**config.mk**
```make
export PLATFORM = sky130hd
export DESIGN_NAME = pipe_perf_monitor
export DESIGN_NICKNAME = d
export VERILOG_FILES = /design/src/rtl/perf_pkg.sv /design/src/rtl/perf_sat_counter.sv /design/src/rtl/pipe_perf_monitor.sv
export SDC_FILE = /design/constraint.sdc
export NUM_CORES = 1
export LEC_CHECK = 0
export BUFFER_PORTS_ARGS = -buffer_cell sky130_fd_sc_hd__buf_2
export CAP_MARGIN = 20
export CELL_PAD_IN_SITES_DETAIL_PLACEMENT = 0
export CELL_PAD_IN_SITES_GLOBAL_PLACEMENT = 2
export CORE_ASPECT_RATIO = 0.8
export CORE_UTILIZATION = 34
export DETAILED_ROUTE_END_ITERATION = 8
export GPL_ROUTABILITY_DRIVEN = 0
export HOLD_SLACK_MARGIN = 0.02
export PLACE_DENSITY_LB_ADDON = 0.15
export SYNTH_ARGS = -nofsm -noshare
export SYNTH_HDL_FRONTEND = slang
export SYNTH_HIERARCHICAL = 1
export SYNTH_SLANG_ARGS = --single-unit
```
**constraint.sdc**
```tcl
create_clock -name clk_i -period 2.83 [get_ports clk_i]
set_input_delay 0.1415 -clock clk_i [delete_from_list [all_inputs] [get_ports clk_i]]
set_output_delay 0.1415 -clock clk_i [all_outputs]
set_load 0.05 [all_outputs]
```
**src/rtl/perf_pkg.sv**
```systemverilog
// Shared types and default widths for the pipeline performance monitor.
package perf_pkg;

    typedef enum logic [1:0] {
        IDLE = 2'd0,
        RUN  = 2'd1,
        DONE = 2'd2
    } perf_state_t;

    localparam int PERF_CNT_W   = 32;
    localparam int PERF_LIM_W   = 32;
    localparam int PERF_MAX_EVT = 16;

endpackage

```
**src/rtl/perf_sat_counter.sv**
```systemverilog
// Saturating up-counter with a sticky overflow flag.
// The flag is set when an increment arrives while the counter is already all-ones.
module perf_sat_counter #(
    parameter int W = 32
) (
    input  logic         clk_i,
    input  logic         rst_i,
    input  logic         inc_i,
    input  logic         clr_i,
    output logic [W-1:0] cnt_o,
    output logic         ovf_o
);

    logic [W-1:0] cnt_q, cnt_d;
    logic         ovf_q, ovf_d;

    always_comb begin
        cnt_d = cnt_q;
        ovf_d = ovf_q;
        if (clr_i) begin
            cnt_d = '0;
            ovf_d = 1'b0;
        end else if (inc_i) begin
            if (cnt_q == {W{1'b1}}) begin
                ovf_d = 1'b1;
            end else begin
                cnt_d = cnt_q + W'(1);
            end
        end
    end

    always_ff @(posedge clk_i or negedge rst_i) begin
        if (!rst_i) begin
            cnt_q <= '0;
            ovf_q <= 1'b0;
        end else begin
            cnt_q <= cnt_d;
            ovf_q <= ovf_d;
        end
    end

    assign cnt_o = cnt_q;
    assign ovf_o = ovf_q;

endmodule

```
**src/rtl/pipe_perf_monitor.sv**
```systemverilog
// Cycle and pipeline-event performance monitor with a self-stopping cycle limit.
// Define PERF_SNAPSHOT_EN to add a shadow bank that freezes all counters on snap_i.
module pipe_perf_monitor
    import perf_pkg::*;
#(
    parameter int NUM_EVT = 4,
    parameter int CNT_W   = PERF_CNT_W,
    parameter int LIM_W   = PERF_LIM_W
) (
    input  logic                                          clk_i,
    input  logic                                          rst_i,
    input  logic                                          start_i,
    input  logic                                          clr_i,
    input  logic [NUM_EVT-1:0]                            evt_i,
    input  logic [LIM_W-1:0]                              limit_i,
    input  logic [((NUM_EVT > 1) ? $clog2(NUM_EVT) : 1)-1:0] sel_i,
    input  logic                                          snap_i,
    output logic [CNT_W-1:0]                              cnt_o,
    output logic [CNT_W-1:0]                              cycle_o,
    output logic [NUM_EVT:0]                              ovf_o,
    output logic                                          run_o,
    output logic                                          done_o
);

    localparam int NC    = NUM_EVT + 1;
    localparam int SEL_W = (NUM_EVT > 1) ? $clog2(NUM_EVT) : 1;
    localparam int CMP_W = ((CNT_W > LIM_W) ? CNT_W : LIM_W) + 1;

    perf_state_t      state_q, state_d;
    logic             count_en;
    logic             limit_hit;
    logic [CMP_W-1:0] cyc_next;
    logic [NC-1:0]    inc;
    logic [NC-1:0]    ovf;
    logic [CNT_W-1:0] cnt  [NC];
    logic [CNT_W-1:0] post [NC];
    logic [CNT_W-1:0] rd   [NC];
    logic [CNT_W-1:0] cnt_q, cnt_d;

    // Slot NUM_EVT of every per-counter array is the cycle counter.
    always_comb begin
        count_en  = !clr_i && start_i && (state_q != DONE);
        cyc_next  = CMP_W'(cnt[NUM_EVT]) + CMP_W'(1);
        limit_hit = (limit_i != '0) && (cyc_next == CMP_W'(limit_i));
        for (int k = 0; k < NUM_EVT; k++) begin
            inc[k] = count_en && evt_i[k];
        end
        inc[NUM_EVT] = count_en;
        for (int k = 0; k < NC; k++) begin
            if (clr_i) begin
                post[k] = '0;
            end else if (inc[k] && (cnt[k] != {CNT_W{1'b1}})) begin
                post[k] = cnt[k] + CNT_W'(1);
            end else begin
                post[k] = cnt[k];
            end
        end
    end

    always_comb begin
        state_d = state_q;
        if (clr_i) begin
            state_d = IDLE;
        end else begin
            case (state_q)
                IDLE:    if (start_i) state_d = limit_hit ? DONE : RUN;
                RUN: begin
                    if (!start_i) begin
                        state_d = IDLE;
                    end else if (limit_hit) begin
                        state_d = DONE;
                    end
                end
                DONE:    state_d = DONE;
                default: state_d = IDLE;
            endcase
        end
    end

    always_ff @(posedge clk_i or negedge rst_i) begin
        if (!rst_i) begin
            state_q <= IDLE;
        end else begin
            state_q <= state_d;
        end
    end

    for (genvar g = 0; g < NC; g++) begin : g_cnt
        perf_sat_counter #(.W(CNT_W)) u_cnt (
            .clk_i (clk_i),
            .rst_i (rst_i),
            .inc_i (inc[g]),
            .clr_i (clr_i),
            .cnt_o (cnt[g]),
            .ovf_o (ovf[g])
        );
    end

`ifdef PERF_SNAPSHOT_EN
    logic [CNT_W-1:0] shadow_q [NC];
    logic [CNT_W-1:0] shadow_d [NC];
    logic             held_q, held_d;

    always_comb begin
        held_d   = held_q;
        shadow_d = shadow_q;
        if (clr_i) begin
            held_d = 1'b0;
            for (int k = 0; k < NC; k++) shadow_d[k] = '0;
        end else if (snap_i) begin
            held_d   = 1'b1;
            shadow_d = post;
        end
        rd = held_d ? shadow_d : post;
    end

    always_ff @(posedge clk_i or negedge rst_i) begin
        if (!rst_i) begin
            held_q <= 1'b0;
            for (int k = 0; k < NC; k++) shadow_q[k] <= '0;
        end else begin
            held_q   <= held_d;
            shadow_q <= shadow_d;
        end
    end

    assign cycle_o = held_q ? shadow_q[NUM_EVT] : cnt[NUM_EVT];
`else
    logic unused_snap;
    assign unused_snap = snap_i;
    assign rd          = post;
    assign cycle_o     = cnt[NUM_EVT];
`endif

    // Out-of-range selects read as zero.
    always_comb begin
        cnt_d = '0;
        for (int k = 0; k < NUM_EVT; k++) begin
            if (sel_i == SEL_W'(k)) cnt_d = rd[k];
        end
    end

    always_ff @(posedge clk_i or negedge rst_i) begin
        if (!rst_i) begin
            cnt_q <= '0;
        end else begin
            cnt_q <= cnt_d;
        end
    end

    assign cnt_o  = cnt_q;
    assign ovf_o  = ovf;
    assign run_o  = (state_q == RUN);
    assign done_o = (state_q == DONE);

endmodule

```
Yosys cells after proc, flatten, opt, wreduce, memory -nomap -nowiden
Cells that the tools add are included. W data, S select, Z words.

Add/subtract/negate cells: 6. Equality and inequality tests: 23. Mux-type cells: 48. Reductions and logical operators: 36.

Operators by type and width (number): $mux W32 (27); $add A32 B1 Y32 const B (5); $eq A32 B32 Y1 const B (5); $ne A32 B32 Y1 const B (4); $add A32 B1 Y33 const B (1); $eq A33 B32 Y1 (1); $reduce_bool A32 Y1 (1); $reduce_and A2 Y1 (11); $reduce_bool A2 Y1 (10); $mux W1 (15); $ne A2 B2 Y1 const B (6); $logic_and A1 B1 Y1 (11); $mux W2 (5); $eq A2 B2 Y1 const B (3); $pmux W2 S3 (1); $eq A2 B1 Y1 const B (2); $logic_not A2 Y1 (2); $ne A4 B3 Y1 const B (1); $ne A3 B3 Y1 const B (1); $logic_not A1 Y1 (1).

Register bits after elaboration: 199. Word-level logic and storage cells: 125.

Depth between registers and ports, before layout
Word-level depth: 11. Mapped depth: 11. Gate-level depth less buffers: 10.

Cells and area by module
Netlist, hierarchy kept.

By module, submodules not included: perf_sat_counter (times used 5, cells each 195, area each 1816.7 µm², seq. area each 825.8 µm²); pipe_perf_monitor (times used 1, cells each 780, area each 5655.4 µm², seq. area each 850.8 µm²).

Worst setup path before layout
Ideal clock, no wire load.

Kind: flip-flop to flip-flop. From: reg g_cnt[4].u_cnt.cnt_q[0]. To: reg state_q[0]. Library setup time: 0.119 ns. Data arrival time: 3.223 ns. Data required time: 2.711 ns. Slack: -0.512 ns. Stages on the path, launching flop included: 11. Cell sequence: dfrtp_1 ha_1 clkbuf_1 nand4_1 or4_4 nor3_4 xor2_1 a221o_1 o2111ai_1 or4_4 o21ba_2.

Longest elaborated chain between the ends: 7.

Ends and longest elaborated chain: start: declaration (RTL line perf_sat_counter.sv:14) `logic [W-1:0] cnt_q, cnt_d;`; start signal: assignment (RTL line perf_sat_counter.sv:37) `cnt_q <= cnt_d;`; $add A32 B1 Y33 (*) (RTL line pipe_perf_monitor.sv:43) `cyc_next = CMP_W'(cnt[NUM_EVT]) + CMP_W'(1);`; $eq A33 B32 Y1 (*) (RTL line pipe_perf_monitor.sv:44) `limit_hit = (limit_i != '0) && (cyc_next == CMP_W'(limit_i));`; $logic_and A1 B1 Y1 (*) (RTL line pipe_perf_monitor.sv:44); $mux W2 (2 in a row) (RTL line pipe_perf_monitor.sv:66) `IDLE: if (start_i) state_d = limit_hit ? DONE : RUN;`; $pmux W2 S3 (RTL line pipe_perf_monitor.sv:65) `case (state_q)`; $mux W2 (RTL line pipe_perf_monitor.sv:62) `if (clr_i) begin`; end signal: assignment (RTL line pipe_perf_monitor.sv:84) `state_q <= state_d;`; end: declaration (RTL line pipe_perf_monitor.sv:29) `perf_state_t state_q, state_d;`.

Mark *: on every way between the ends. The rest lies on a longest branch, timed or not. The select of a mux whose other input is x is not followed. A chain may end at the register's enable or synchronous reset.

Final worst setup path
From: reg g_cnt[4].u_cnt.cnt_q[3]. To: reg state_q[1].

Same word-level chain as after synthesis.

==> reports/summary.txt <==
Initial core utilization = 34.8%
Worst-margin pin slew = 690 ps
CTS clock-pin slew for the worst setup and hold paths = 80 ps
MaxCap Viol Count = 0
FFs w/ async S/R, synth = 100%
Synthesis Warnings = 6
Post-synth EDFFs = 0
CTS sink count = 199
Sequential share of power = 48.1%
Core Rows = 67
Int Pwr = 4460 uW
Yosys reg bits = 199
Detail Placement HPWL = 41.1 mm
Wire length per cell = 20.5 um
Largest family of logic cells by synthesized area = simple AND/OR/NAND/NOR gates
Synth Area in XOR/XNOR = 13.5%
Crit path DAT = 3110 ps
CTS Buffer Depth = 2
Syn_nets = 1,808
Largest net degree at the start of global routing = 106
Post-layout min period = 2720 ps
Skew-Pair Late Insertion Delay = 480 ps
Compound-Gate Fraction of Synth Area = 14.7%
Fin area = 18,300 um^2
Most used cell, CP = or4_4
Initial DRC Count = 1,171
Seq/Total Area, Yosys = 33.8%
F_max = 368 MHz
Ys flop type = dfrtp_1
Sw frac = 25.2%
Via count = 14,900
Worst slack at placement = 53.6 ps
Setup crit start kind = flop
Post-synthesis average cell area = 8.40 um^2
Share of cells above drive strength 1 = 22.6%
Inserted Clock Buffers = 17
Vias in the first global route = 13,800
Area Overhead vs Synth = 23.8%
Worst path cell trace = nand4_4, or4_4, nor3_4, xor2_1, a221o_1, o2111ai_1, or4_4, o32ai_2
Switch Pwr = 1500 uW
First-pass GRT wire length = 83.4 mm
CP endpoint kind = flop
Synth Area in Simple Gates = 31.8%
Initial antenna violation count = 4
Pwr Density = 327 nW/um^2
DRC = 0
Final Core Density = 43.1%
Full die area = 44,200 um^2
Core Area = 42,300 um^2
Req. time, crit path = 3220 ps
Gr ovfl total = 0
Commonest non-fill, non-tap cell in the layout = buf_4
Total track usage = 24.4%
DIE HEIGHT = 188 um
Type of the tightest min-delay check = input pin to flop
Final setup fails = 0
Root Buffer = clkbuf_16
Slew headroom = 53.8%
CP bufs+invs = 0
Lkg Pwr = 0.00739 uW
Combinational Power Share = 8.1%
Final Cycle Share = 96.0%
Via/cell ratio = 5.70
Hold Vio Cnt, Final = 0
Synth Cell Area = 14,700 um^2
Critical setup path kind = flop to flop
Status = finished, final reports clean
Drt first pass iters = 5
H-tree levels = 4
Die width = 235 um
CTS tree = done
Cell family with most CP delay = simple AND/OR/NAND/NOR gates
Clock Power Share = 43.8%
Detailed Route WL = 53.6 mm
CP max FO = 5
Final worst slack = 114 ps
Mux cell area share after synthesis = 1.45%
Post-Synth Adder-Cell Area = 0.849%
Yosys cell types = 73
# fillers = 4,311
CP max stage delay = 600 ps
Clock skew = 14.1 ps
Leading cell types in the layout, fill and taps excluded = 240 x buf_4, 180 x dfrtp_1, 161 x nor2_1
Max VDD drop = 464 uV
Max Slew Vio Count = 0
Slowest CP cell = or4_4
Port buffer count = 112
I/O Pins = 114
Nets = 2,103
Placed cell areas = 17,500 um^2
Syn Inst Count = 1,755
Post-route ant nets = 0
==> tightest hold or removal path, cell delays in order <==
cell and delay, ps:
buf_2 110, or3b_2 200, o32ai_2 80
==> sequential cells by signal, indices dropped and copies added, names as in the netlist <==
| signal | cells |
|---|---|
| g_cnt.u_cnt/cnt_o | 160 |
| cnt_o | 32 |
| g_cnt.u_cnt/ovf_o | 5 |
| state_q | 2 |
==> worst paths after layout <==
| kind | to | depth (start not counted) | startpoint | slack (ps) |
|---|---|---|---|---|
| max | state_q[1] | 8 | g_cnt[4].u_cnt/cnt_o[3] | 110 |
| min | state_q[1] | 3 | start_i | 100 |
| max reg2reg | state_q[1] | 8 | g_cnt[4].u_cnt/cnt_o[3] | 110 |
| min reg2reg | g_cnt[2].u_cnt/ovf_o | 2 | g_cnt[2].u_cnt/ovf_o | 510 |
| max in group asynchronous | g_cnt[3].u_cnt/cnt_o[23] | 3 | rst_i | 1720 |
| min in group asynchronous | g_cnt[4].u_cnt/cnt_o[0] | 2 | rst_i | 230 |
==> Yosys cell counts, drive strengths merged, types with 13 or more instances <==
cell,instances,share of area (%)
dfrtp,199,34
nor2,162,4.1
xnor2,146,8.7
nand2,126,3.2
nand4,109,4.9
nand3,107,3.6
a21oi,98,3.3
xor2,82,4.9
o21ai,64,2.2
or3,58,2.5
and4,57,3.4
nor4,57,3.0
clkbuf,50,1.3
nor3,48,1.7
inv,42,1.1
and3,39,1.7
a211oi,36,1.8
buf,34,1.4
a311oi,18,1.1
nor2b,17,0.72
or4,16,0.87
a22oi,13,0.66
a31o,13,0.77
o31ai,13,0.66
==> stage by stage <==
step	hold slack, ps	instances	TNS, ps	power (uW)
detailed placement	207	2576	0	3400
global placement	207	2576	0	3400
finish	97.0	2617	0	5970
floorplan	-154	1755	-119	3150
global route	102	2615	-44.8	6210
CTS	78.0	2608	0	6050
==> what timing repair did <==
item | 4_1_cts | 5_1_grt
buffers inserted | 0 | 5
hold buffers | 1 | 0
endpoints found under the hold margin | 66 | 0
setup endpoints to repair | 0 | 10
resized for setup | 0 | 11
==> final cells by class <==
cell class	instances	area [um^2]	share of cell area, %
Sequential cell	199	5010	27.4
Antenna cell	3	7.51	0.0411
Multi-Input combinational cell	1430	9270	50.8
Timing Repair Buffer	359	2510	13.7
Tap cell	552	691	3.78
Inverter	43	161	0.884
Clock inverter	7	121	0.665
Clock buffer	24	482	2.64
==> kinds of logic (layout without fill, tap and decap cells) <==
family          after synthesis  after routing
xor+xnor                    228            228
fa+ha+maj                    10             10
compound gates              331            331
buf+inv                     127            433
flops                       199            199
mux                          20             20
other cells                   0              3
simple gates                840            841
==> routing by layer <==
| metal | GRT usage [%] | share of wire [%] | vias to the layer above | wire length (um) |
|---|---|---|---|---|
| met2 | 33.2 | 41 | 327 | 21800 |
| met4 | 8.05 | 2.4 | 0 | 1260 |
| met1 | 38.0 | 52 | 7385 | 27900 |
| li1 | - | - | 7160 | - |
| met3 | 4.41 | 5.1 | 54 | 2710 |
| met5 | 0 | 0 | - | 0 |
==> power groups by stage <==
stage	Sequential, uW	Clock [uW]	Combinational (uW)
floorplan	2970	0	188
global placement	2920	0	472
detailed placement	2920	0	475
CTS	2870	2700	477
global route	2870	2820	526
finish	2870	2620	482
Note: power is estimated with default switching activity, not from simulation.
